## src/rtl/fifo_pkg.sv

```systemverilog
// fifo_pkg: shared types and sizes for the 8-entry gray-code async FIFO.
//   PTR_W / ADDR_W / DEPTH : pointer width (with wrap bit), RAM address width, entries
//   SYNC_STAGES            : read-pointer synchronizer depth, 3 when FIFO_WR_SYNC3_EN
//                            is defined, otherwise 2
package fifo_pkg;
  localparam int PTR_W  = 4;
  localparam int ADDR_W = 3;
  localparam int DEPTH  = 8;

`ifdef FIFO_WR_SYNC3_EN
  localparam int SYNC_STAGES = 3;
`else
  localparam int SYNC_STAGES = 2;
`endif

  typedef logic [PTR_W-1:0]  ptr_t;
  typedef logic [ADDR_W-1:0] addr_t;
endpackage

```

## src/rtl/b2g_decoder.sv

```systemverilog
// b2g_decoder: 4-bit binary to gray conversion (purely combinational).
//   bin  : binary input
//   gray : gray-coded output
module b2g_decoder
  import fifo_pkg::*;
(
  input  logic [3:0] bin,
  output logic [3:0] gray
);
  assign gray = bin ^ {1'b0, bin[3:1]};
endmodule

```

## src/rtl/fifo_wr_ctrl_gray_sync.sv

```systemverilog
// gray_sync: N-stage bus synchronizer for a gray-coded pointer. Safe for a
// multi-bit bus only because the source changes at most one bit per cycle.
//   clk, rst_n : destination clock, async active-low reset
//   d          : asynchronous gray input
//   q          : synchronized output (STAGES edges of latency)
module gray_sync
  import fifo_pkg::*;
#(
  parameter int STAGES = 2
) (
  input  logic clk,
  input  logic rst_n,
  input  ptr_t d,
  output ptr_t q
);
  ptr_t stage_r [STAGES];

  // Shift register of synchronizer flops; stage 0 is the metastable capture flop.
  always_ff @(posedge clk or negedge rst_n) begin
    if (!rst_n) begin
      for (int i = 0; i < STAGES; i++) stage_r[i] <= 4'b0000;
    end else begin
      stage_r[0] <= d;
      for (int i = 1; i < STAGES; i++) stage_r[i] <= stage_r[i-1];
    end
  end

  assign q = stage_r[STAGES-1];
endmodule

```

## src/rtl/g2b_decoder.sv

```systemverilog
// g2b_decoder: 4-bit gray to binary conversion (purely combinational).
//   gray : gray-coded input
//   bin  : binary output
module g2b_decoder
  import fifo_pkg::*;
(
  input  logic [3:0] gray,
  output logic [3:0] bin
);
  assign bin[3] = gray[3];
  assign bin[2] = gray[3] ^ gray[2];
  assign bin[1] = gray[3] ^ gray[2] ^ gray[1];
  assign bin[0] = gray[3] ^ gray[2] ^ gray[1] ^ gray[0];
endmodule

```

## src/rtl/fifo_wr_ctrl.sv

```systemverilog
// fifo_wr_ctrl: write-side pointer controller of the 8-entry gray-code async FIFO.
// Optional feature: define FIFO_WR_SYNC3_EN for a 3-stage read-pointer synchronizer.
//   clk, rst_n          : write clock, async active-low reset
//   push_valid/ready    : producer handshake (ready = !full)
//   clr_ovf             : synchronous clear of the sticky overflow flag
//   rptr_gray           : read-domain gray pointer (asynchronous, synchronized here)
//   wr_en, wr_addr      : RAM write strobe and address
//   wptr_gray           : registered gray write pointer to the read domain
//   full, almost_full   : occupancy flags (pessimistic, derived from flops only)
//   level               : write-side occupancy 0..8
//   overflow            : sticky, set by a push attempt while full
module fifo_wr_ctrl
  import fifo_pkg::*;
#(
  parameter int PTR_W    = 4,
  parameter int AFULL_TH = 6
) (
  input  logic             clk,
  input  logic             rst_n,
  input  logic             push_valid,
  output logic             push_ready,
  input  logic             clr_ovf,
  input  logic [PTR_W-1:0] rptr_gray,
  output logic             wr_en,
  output logic [2:0]       wr_addr,
  output logic [PTR_W-1:0] wptr_gray,
  output logic             full,
  output logic             almost_full,
  output logic [PTR_W-1:0] level,
  output logic             overflow
);
  localparam logic [PTR_W-1:0] AFULL_LVL = AFULL_TH[PTR_W-1:0];

  logic [PTR_W-1:0] wptr_bin_r;
  logic [PTR_W-1:0] wptr_gray_r;
  logic             overflow_r;
  logic [PTR_W-1:0] wptr_bin_nxt_s;
  logic [PTR_W-1:0] wptr_gray_nxt_s;
  logic [PTR_W-1:0] rptr_sync_s;
  logic [PTR_W-1:0] rptr_bin_s;
  logic             full_s;
  logic             wr_en_s;

  // Accept handshake and next binary pointer.
  always_comb begin
    wr_en_s        = push_valid && !full_s;
    wptr_bin_nxt_s = wptr_bin_r;
    if (wr_en_s) begin
      wptr_bin_nxt_s = wptr_bin_r + 4'd1;
    end else begin
      wptr_bin_nxt_s = wptr_bin_r;
    end
  end

  // Gray is taken from the next-state binary so both pointers move on the same edge.
  b2g_decoder u_b2g (
    .bin  (wptr_bin_nxt_s),
    .gray (wptr_gray_nxt_s)
  );

  gray_sync #(.STAGES(SYNC_STAGES)) u_sync (
    .clk   (clk),
    .rst_n (rst_n),
    .d     (rptr_gray),
    .q     (rptr_sync_s)
  );

  g2b_decoder u_g2b (
    .gray (rptr_sync_s),
    .bin  (rptr_bin_s)
  );

  // Write pointer registers, binary and gray.
  always_ff @(posedge clk or negedge rst_n) begin
    if (!rst_n) begin
      wptr_bin_r  <= 4'b0000;
      wptr_gray_r <= 4'b0000;
    end else begin
      wptr_bin_r  <= wptr_bin_nxt_s;
      wptr_gray_r <= wptr_gray_nxt_s;
    end
  end

  // Sticky overflow; a set in the same cycle as a clear takes priority.
  always_ff @(posedge clk or negedge rst_n) begin
    if (!rst_n) begin
      overflow_r <= 1'b0;
    end else if (push_valid && full_s) begin
      overflow_r <= 1'b1;
    end else if (clr_ovf) begin
      overflow_r <= 1'b0;
    end else begin
      overflow_r <= overflow_r;
    end
  end

  // Full when the pointers match except for the two MSBs of the gray code,
  // which is the gray-domain image of "binary differs only in the wrap bit".
  assign full_s      = (wptr_gray_r == {~rptr_sync_s[3:2], rptr_sync_s[1:0]});
  assign level       = wptr_bin_r - rptr_bin_s;
  assign almost_full = (level >= AFULL_LVL);
  assign full        = full_s;
  assign push_ready  = !full_s;
  assign wr_en       = wr_en_s;
  assign wr_addr     = wptr_bin_r[2:0];
  assign wptr_gray   = wptr_gray_r;
  assign overflow    = overflow_r;
endmodule

```

## config.mk

```make
export PLATFORM = sky130hd
export DESIGN_NAME = fifo_wr_ctrl
export DESIGN_NICKNAME = d
export VERILOG_FILES = /design/src/rtl/fifo_pkg.sv /design/src/rtl/b2g_decoder.sv /design/src/rtl/fifo_wr_ctrl_gray_sync.sv /design/src/rtl/g2b_decoder.sv /design/src/rtl/fifo_wr_ctrl.sv
export SDC_FILE = /design/constraint.sdc
export NUM_CORES = 1
export LEC_CHECK = 0
export BUFFER_PORTS_ARGS = -buffer_cell sky130_fd_sc_hd__buf_2
export CAP_MARGIN = 20
export CORE_UTILIZATION = 49
export DETAILED_ROUTE_END_ITERATION = 6
export GPL_TIMING_DRIVEN = 0
export PLACE_DENSITY = 0.76
export SLEW_MARGIN = 5
export SYNTH_ARGS = -nofsm -noshare
export SYNTH_HDL_FRONTEND = slang
export SYNTH_SLANG_ARGS = --single-unit
export TNS_END_PERCENT = 10
```

## constraint.sdc

```tcl
create_clock -name clk -period 3.25 [get_ports clk]
set_input_delay 0.65 -clock clk [delete_from_list [all_inputs] [get_ports clk]]
set_output_delay 0.65 -clock clk [all_outputs]
set_load 0.02 [all_outputs]
```

==> reports/metrics.yaml, run 1 <==
outcome: "complete, no violations"
maxSlewViolCount: 0
grt_pass1_vias: 565
htreeDepth: 1
max_freq_mhz: 327
finalClockSkew_ns: 0.00331
layout.nets: 113
hold_slack_ns: 0.265
finalCritPeriodShare: 0.940
ys_ff_latch: 16
yosysSeqAreaShare: 0.496
synth_edf_count: 0
rows: 14
clock_sinks: 16
ys.flop_type: "dfrtp_1"
via_per_inst: 5.05
cts_tree: "yes"
area_delta_synth_final_pct: 26.5
synthTopCellsByCount: "dfrtp_1 (16), xnor2_1 (9), inv_1 (7)"
diodes: 0
setup_slack_ns: 0.196
die_w_um: 42.6
wl_per_cell_um: 11.4
gp_congestion: 0.681
rsz0062_at_grt: "false"
maxCapViolCount: 0
drc: 0
ys_async_sr_fraction: 1.00
die-height_um: 42.6
cp.required_ns: 2.60
yosysTopAreaCell: "dfrtp_1"
yosys-top-cells-area: "dfrtp_1 (50%), xnor2_1 (9.8%), xor2_1 (6.5%)"
grt_pass1_wl_mm: 2.22
grt_usage: 0.164
grt_start_max_net_pins: 17
total_power_w: 0.00110
clk_latency_ns: 0.27
hold_viol: 0
period_needed_ns: 3.05
ant_nets: 0
yosysMostFrequentCell: "dfrtp_1"
syn_area_sq_um: 807
avgSynthCellArea_sq_um: 11.5
slew-limit-headroom: 0.710
synth_top_area_frac: 0.496
cts_buffer_depth: 2
start_util: 0.530
antenna_found_initial: 0
worst_pin_slew_ns: 0.432
ir_drop_v: 0.000574
die_area_sq_mm: 0.00181
cp-end-kind: "primary output"
grt_overflow: 0
syn_inst: 70
dp_hpwl_mm: 1.05
fin_tns_setup_ns: 0
cts-buffers-inserted: 3
drive_gt1_frac: 0.364
cp-start-kind: "flip-flop"
critPathKind: "flip-flop to primary output"
wl_mm: 1.31
cts_root_buf: "clkbuf_4"
powerDensity_mw_per_mm2: 1080
ys_types: 21
setup_viol: 0
leakage_nw: 0.511
hold_class: "input port to asynchronous set/reset pin"
io_pins: 24
port_buffers: 23
clk_pin_slew_ns: 0.09
drt_pass1_iterations: 2
worstPathMaxFanout: 3
vias: 581
ys_warn_count: 0
pre_cts_ws_ns: 0.277
worstPathArrival_ns: 2.40
coreArea_sq_mm: 0.00152
drt_iter0_markers: 7
synthesis.nets: 83
-- path summary, 6_finish.rpt --
check                      cells past startpoint                   startpoint                     endpoint  slack [ns]
max                                           10        u_sync.q[3]$_DFF_PN0_                  almost_full        0.20
min                                            1                        rst_n  u_sync.stage_r[4]$_DFF_PN0_        0.27
max reg2reg                                    5        u_sync.q[1]$_DFF_PN0_       wptr_gray[2]$_DFF_PN0_        1.38
min reg2reg                                    0  u_sync.stage_r[7]$_DFF_PN0_        u_sync.q[3]$_DFF_PN0_        0.35
max in group asynchronous                      1                        rst_n        u_sync.q[3]$_DFF_PN0_        2.71
min in group clk                               0  u_sync.stage_r[7]$_DFF_PN0_        u_sync.q[3]$_DFF_PN0_        0.35
-- through the flow --
| stage | cells | utilization | area (sq um) |
|---|---|---|---|
| floorplan | 70 | - | 807 |
| global placement | 109 | 0.618 | 942 |
| detailed placement | 109 | 0.618 | 942 |
| CTS | 113 | 0.647 | 986 |
| global route | 115 | 0.670 | 1020 |
| finish | 115 | 0.670 | 1020 |
-- cells in the final DEF (no fill, tap or decap) --
master / synthesis / routed
and3_2: 1 / 1
o41ai_4: 1 / 1
inv_2: 1 / 1
dfrtp_2: 0 / 1
fa_1: 1 / 1
nor2_1: 1 / 1
nor2b_1: 2 / 2
buf_2: 1 / 24
xor2_1: 6 / 5
a221o_1: 1 / 1
nor4_1: 1 / 1
ha_1: 4 / 4
clkbuf_4: 0 / 3
nand2_1: 6 / 6
o21ai_0: 4 / 4
xor2_2: 0 / 1
dfrtp_1: 16 / 15
a21o_1: 1 / 1
a21oi_1: 2 / 2
and3_1: 1 / 1
xnor2_4: 0 / 1
inv_1: 7 / 7
clkbuf_8: 0 / 1
nand4_1: 1 / 1
buf_4: 0 / 2
mux2i_1: 3 / 3
xnor2_1: 9 / 8
-- critical path, stage by stage, from the launching register on --
cell	delay, ns
dfrtp_2	0.47
xnor2_4	0.21
xor2_2	0.18
xnor2_1	0.15
ha_1	0.18
inv_1	0.05
fa_1	0.38
xor2_1	0.19
nand2_1	0.07
o21ai_0	0.07
buf_2	0.18
-- routing by layer --
metal  part of all wire  routed length, um  track usage
met2               0.55                716        0.308
met3              0.025                 33       0.0259
met4             0.0076                 10       0.0563
met5                  0                  0            0
met1               0.42                552        0.185
-- final cells by class --
type                    instances  area (sq um)
fillers                       131           503
multi-input cells              45           398
plain buffers                   1          5.00
repair buffers                 25           130
inverters                       8          30.0
clock buffers                   4          36.3
flip-flops and latches         16           402
well taps                      16          20.0
-- state kept, by name, indices dropped and copies added, names as in the netlist --
register	cells
u_sync.q	4
wptr_gray	3
overflow	1
wptr_bin_r	4
u_sync.stage_r	4
-- cell families (layout without fill, tap and decap cells) --
| group | Yosys count | in the layout | synth area share |
|---|---|---|---|
| DFF | 16 | 16 | 0.496 |
| xor gates and xnor gates | 15 | 15 | 0.163 |
| and+or+nand+nor | 13 | 13 | 0.0806 |
| AOI/OAI and AO/OA | 9 | 9 | 0.0930 |
| buffers and inverters | 9 | 38 | 0.0434 |
| adders and majority gates | 5 | 5 | 0.0868 |
| muxes | 3 | 3 | 0.0372 |
-- report_power, final --
part           leakage, nW  switching (W)  total [W]  internal (W)
registers            0.189      0.0000672   0.000323      0.000255
clock network       0.0210      0.0000591   0.000127     0.0000680
logic                0.301       0.000387   0.000650      0.000264
total                0.511       0.000513    0.00110      0.000587
-- what timing repair did --
action,in CTS,in global routing
setup endpoints to repair,1,2
buffers inserted,0,2
resized for setup,1,3
hold buffers,0,0
pin swaps,0,2
No activity file was read; power rests on OpenSTA's default activity.
==> run 2, diff against run 1 <==
clock period = 3.1 ns   (was 3.25 ns; I/O delays follow)
==> reports/metrics.yaml, run 2 (synthesis gave the netlist of run 1 again) <==
layout.nets: 114  # was 113
pre_cts_ws_ns: 0.157  # was 0.277 ns
finalClockSkew_ns: 0.00315  # was 0.00331 ns
clk_pin_slew_ns: 0.09  # about the same
grt_overflow: 0  # unchanged
wl_per_cell_um: 11.6  # was 11.4 um
start_util: 0.530  # unchanged
fin_tns_setup_ns: 0  # unchanged
worstPathArrival_ns: 2.32  # was 2.40 ns
clk_latency_ns: 0.27  # about the same
worst_pin_slew_ns: 0.443  # was 0.432 ns
port_buffers: 23  # unchanged
htreeDepth: 1  # unchanged
cts_root_buf: "clkbuf_4"  # unchanged
wl_mm: 1.34  # was 1.31 mm
drc: 0  # unchanged
maxCapViolCount: 0  # unchanged
final_area_sq_mm: 0.00104  # was 0.00102 sq mm
setup_slack_ns: 0.156  # was 0.196 ns
crit_chain: "xnor2_4 > xor2_2 > xnor2_1 > ha_2 > inv_1 > fa_2 > nand2_1 > o21ai_0 > buf_2"  # was xnor2_4 > xor2_2 > xnor2_1 > ha_1 > inv_1 > fa_1 > xor2_1 > nand2_1 > o21ai_0 > buf_2
powerDensity_mw_per_mm2: 1120  # was 1080 mW/mm^2
slowest_stage: "fa_2"  # was dfrtp_2
cts_buffer_depth: 2  # unchanged
io_pins: 24  # unchanged
die_w_um: 42.6  # unchanged
drt_iter0_markers: 5  # was 7
slew-limit-headroom: 0.702  # was 0.710
antenna_found_initial: 0  # unchanged
gp_congestion: 0.681  # unchanged
hold_class: "input port to asynchronous set/reset pin"  # unchanged
grt_start_max_net_pins: 17  # unchanged
drt_pass1_iterations: 2  # unchanged
hold_viol: 0  # unchanged
area_delta_synth_final_pct: 29.0  # was 26.5%
rsz0062_at_grt: "false"  # unchanged
coreArea_sq_mm: 0.00152  # unchanged
cts_tree: "yes"  # unchanged
hold_buffers: 0  # unchanged
most-common-layout-cells: "buf_2 (24), dfrtp_1 (15), xnor2_1 (8)"  # unchanged
maxSlewViolCount: 0  # unchanged
hold_slack_ns: 0.235  # was 0.265 ns
ant_nets: 0  # unchanged
grt_usage: 0.167  # was 0.164
grt_pass1_wl_mm: 2.26  # was 2.22 mm
cp-end-kind: "primary output"  # unchanged
finalCritPeriodShare: 0.950
setup_viol: 0  # unchanged
cts-buffers-inserted: 3  # unchanged
worstPathMaxFanout: 2  # was 3
cp_slowest_stage_delay_ns: 0.52  # was 0.47 ns
fin_util: 0.683  # was 0.670
ir_drop_v: 0.000623  # was 0.000574 V
placed_area_sq_um: 942  # unchanged
max_freq_mhz: 340
cp-start-kind: "flip-flop"  # unchanged
outcome: "complete, no violations"  # unchanged
leakage_nw: 0.515  # was 0.511 nW
period_needed_ns: 2.94
drive_gt1_frac: 0.400  # was 0.364
final_common_cell: "buf_2"  # unchanged
critPathKind: "flip-flop to primary output"  # unchanged
cp.required_ns: 2.48  # was 2.60 ns
rows: 14  # unchanged
diodes: 0  # unchanged
via_per_inst: 5.01  # was 5.05
grt_pass1_vias: 579  # was 565
clock_sinks: 16  # unchanged
vias: 581  # unchanged
die_area_sq_mm: 0.00181  # unchanged
die-height_um: 42.6  # unchanged
dp_hpwl_mm: 1.05  # unchanged
[run 2: cell count changes in the layout (fill, tap and decap cells not counted)]
cell	before	now
buf_4	2	3
fa_1	1	0
fa_2	0	1
ha_1	4	3
ha_2	0	1
xor2_1	5	4
xor2_2	1	2
[run 2: metrics by stage]
stage / std cells / total power [W]
after global routing: 116 / 0.00126
after detailed placement: 109 / 0.00102
after floorplan: 70 / 0.000838
after global placement: 109 / 0.000999
after CTS: 114 / 0.00116
final: 116 / 0.00117
[run 2: final timing paths]
check                                            start                           to  slack, ns  cells after the start
max                              u_sync.q[3]$_DFF_PN0_                  almost_full       0.16                      9
min                                              rst_n  u_sync.stage_r[4]$_DFF_PN0_       0.23                      1
max reg2reg                      u_sync.q[3]$_DFF_PN0_       wptr_gray[2]$_DFF_PN0_       1.21                      6
min reg2reg                u_sync.stage_r[7]$_DFF_PN0_        u_sync.q[3]$_DFF_PN0_       0.35                      0
max in group asynchronous                        rst_n        u_sync.q[3]$_DFF_PN0_       2.59                      1
min in group clk           u_sync.stage_r[7]$_DFF_PN0_        u_sync.q[3]$_DFF_PN0_       0.35                      0
[run 2: area by class of cell]
class	instances	area, sq um
fillers	128	483
well taps	16	20.0
plain buffers	1	5.00
inverters	8	30.0
flip-flops and latches	16	402
clock buffers	4	36.3
multi-input cells	45	410
repair buffers	26	138
[run 2: critical path, delay by kind of cell, from the launching register on]
| kind | cells | cell delay [ns] |
|---|---|---|
| buffers and inverters | 2 | 0.23 |
| adder cells (fa/ha/maj) | 2 | 0.72 |
| flip-flops | 1 | 0.45 |
| AO/OA/AOI/OAI | 1 | 0.06 |
| XOR/XNOR | 3 | 0.54 |
| AND/OR/NAND/NOR | 1 | 0.05 |
[run 2: where the power goes]
| part | switching (W) | internal [W] | leakage (nW) |
|---|---|---|---|
| registers | 0.0000709 | 0.000268 | 0.189 |
| logic | 0.000411 | 0.000286 | 0.305 |
| clock network | 0.0000622 | 0.0000713 | 0.0210 |
| total | 0.000544 | 0.000625 | 0.515 |
[run 2: repair_timing]
action	4_1_cts	5_1_grt
setup endpoints to repair	2	1
setup buffers	1	2
pin swaps	1	5
gates resized for setup	2	5
[run 2: metal layers]
metal / track usage / up-vias / routed length, um
li1: - / 286 / -
met1: 0.186 / 280 / 547
met2: 0.317 / 13 / 748
met3: 0.0259 / 2 / 38
met4: 0.0563 / 0 / 10
met5: 0 / - / 0
==> run 3, diff against run 2 <==
CAP_MARGIN = not set   (was 20)
CORE_ASPECT_RATIO = 0.9   (was not set)
==> reports/metrics.yaml, run 3 (synthesis gave the netlist of run 1 again) <==
r2r_end: "wptr_gray[2]$_DFF_PN0_"  # unchanged
worstPathArrival_ns: 2.36  # was 2.32 ns
drive_gt1_frac: 0.406  # was 0.400
crit_chain: "xnor2_4 > xor2_2 > xnor2_1 > ha_2 > inv_1 > fa_2 > xor2_1 > nand2_1 > o21ai_0 > buf_2"  # was xnor2_4 > xor2_2 > xnor2_1 > ha_2 > inv_1 > fa_2 > nand2_1 > o21ai_0 > buf_2
grt_usage: 0.193  # was 0.167
die_w_um: 44.8  # was 42.6 um
placed_cells: 115  # was 109
grt_overflow: 0  # unchanged
port_buffers: 23  # unchanged
hold_class: "input port to asynchronous set/reset pin"  # unchanged
start_util: 0.539  # was 0.530
finalCritPeriodShare: 0.962  # was 0.950
die_area_sq_mm: 0.00181  # about the same
worst_pin_slew_ns: 0.410  # was 0.443 ns
outcome: "complete, no violations"  # unchanged
leakage_nw: 0.518  # was 0.515 nW
finalClockSkew_ns: 0.00446  # was 0.00315 ns
path_buf_inv: 2  # unchanged
r2r-start: "u_sync.q[3]$_DFF_PN0_"  # unchanged
period_needed_ns: 2.98  # was 2.94 ns
layout.nets: 115  # was 114
cts_buffer_depth: 2  # unchanged
final_common_cell: "buf_2"  # unchanged
slowest_stage: "dfrtp_2"  # was fa_2
clk_latency_ns: 0.28  # was 0.27 ns
clk_pin_slew_ns: 0.09  # about the same
clock_sinks: 16  # unchanged
power_frac_comb: 0.595  # was 0.596
gp_congestion: 0.735  # was 0.681
cts_tree: "yes"  # unchanged
htreeDepth: 1  # unchanged
most-common-layout-cells: "buf_2 (24), dfrtp_1 (14), xnor2_1 (8)"  # was buf_2 (24), dfrtp_1 (15), xnor2_1 (8)
io_pins: 24  # unchanged
grt_start_max_net_pins: 17  # unchanged
r2r_cells: 6  # unchanged
slew-limit-headroom: 0.724  # was 0.702
hold_viol: 0  # unchanged
cts_root_buf: "clkbuf_4"  # unchanged
hold_buffers: 0  # unchanged
p_switching_w: 0.000554  # was 0.000544 W
pwr-share-seq: 0.290  # about the same
wl_mm: 1.49  # was 1.34 mm
fin_util: 0.702  # was 0.683
coreArea_sq_mm: 0.00150  # was 0.00152 sq mm
final_area_sq_mm: 0.00105  # was 0.00104 sq mm
placed_area_sq_um: 950  # was 942 sq um
cp.required_ns: 2.48  # about the same
critPathKind: "flip-flop to primary output"  # unchanged
r2r_slack_ns: 1.24  # was 1.21 ns
cp_slowest_stage_delay_ns: 0.45  # was 0.52 ns
register_area_sq_um: 403  # was 402 sq um
cts-buffers-inserted: 3  # unchanged
cp-end-kind: "primary output"  # unchanged
via_per_inst: 4.72  # was 5.01
cp_top_family: "XOR/XNOR gates"  # was adder cells
drc: 0  # unchanged
maxSlewViolCount: 0  # unchanged
maxCapViolCount: 0  # unchanged
pwr-share-clk: 0.115  # was 0.114
area_delta_synth_final_pct: 30.1  # was 29.0%
drt_iter0_markers: 5  # unchanged
p_int_w: 0.000626  # was 0.000625 W
ir_drop_v: 0.000545  # was 0.000623 V
drt_pass1_iterations: 2  # unchanged
diodes: 0  # unchanged
worstPathMaxFanout: 2  # unchanged
grt_pass1_wl_mm: 2.35  # was 2.26 mm
fillers: 130  # was 128
wl_per_cell_um: 12.1  # was 11.6 um
grt_pass1_vias: 535  # was 579
powerDensity_mw_per_mm2: 1120  # about the same
setup_viol: 0  # unchanged
total_power_w: 0.00118  # was 0.00117 W
cp-start-kind: "flip-flop"  # unchanged
die-height_um: 40.5  # was 42.6 um
rows: 13  # was 14
ant_nets: 0  # unchanged
multi_input_area_sq_um: 403  # was 410 sq um
switching_share: 0.469  # was 0.466
max_freq_mhz: 335  # was 340 MHz
antenna_found_initial: 0  # unchanged
vias: 581  # unchanged
layout.cells.non_filler: 123  # was 116
dp_hpwl_mm: 1.08  # was 1.05 mm
[run 3: cell types whose count changed in the layout (fill, tap and decap cells not counted)]
cell and change:
xor2_2 -1, buf_4 +1, dfrtp_2 +1, dfrtp_1 -1
xor2_1 +1
[run 3: metrics by stage]
step	setup slack, ns	TNS (ns)	hold WS [ns]
2_1_floorplan	0.0758	0	0.324
3_3_place_gp	0.232	0	0.333
3_5_place_dp	0.145	0	0.340
4_1_cts	0.0399	0	0.235
5_1_grt	-0.00518	-0.00518	0.241
6_report	0.118	0	0.231
[run 3: how the worst max path moves through the flow]
stage                                startpoint          end  slack [ns]  depth (start not counted)
final                     u_sync.q[3]$_DFF_PN0_  almost_full        0.12                         10
after global routing      u_sync.q[3]$_DFF_PN0_  almost_full      -0.005                         10
after floorplan           u_sync.q[3]$_DFF_PN0_  almost_full        0.08                          9
after global placement    u_sync.q[3]$_DFF_PN0_  almost_full        0.23                         10
after detailed placement  u_sync.q[3]$_DFF_PN0_  almost_full        0.15                         10
after CTS                 u_sync.q[2]$_DFF_PN0_  almost_full        0.04                         10
[run 3: power by group through the flow]
| stage | Clock, W | Sequential, W | Combinational, W |
|---|---|---|---|
| final | 0.000135 | 0.000342 | 0.000703 |
| after global routing | 0.000149 | 0.000349 | 0.000775 |
| after CTS | 0.000140 | 0.000340 | 0.000692 |
| after detailed placement | 0 | 0.000343 | 0.000684 |
| after global placement | 0 | 0.000339 | 0.000658 |
| after floorplan | 0 | 0.000393 | 0.000445 |
[run 3: area by class of cell]
class / count / share of cell area
Sequential cell: 16 / 0.384
Multi-Input combinational cell: 45 / 0.384
Timing Repair Buffer: 27 / 0.138
Clock buffer: 4 / 0.0346
Inverter: 8 / 0.0286
Tap cell: 22 / 0.0262
Buffer: 1 / 0.00477
[run 3: per-layer routing]
metal	up-vias	global-route usage	wire (um)
li1	293	-	-
met1	274	0.235	680
met2	12	0.335	753
met3	2	0.0270	34
met4	0	0.114	19
met5	-	0	0
[run 3: repair_timing]
item,in CTS,in global routing
setup endpoints to repair,2,1
setup buffers,1,3
gates cloned,0,0
pin swaps,1,5
gates resized for setup,2,5
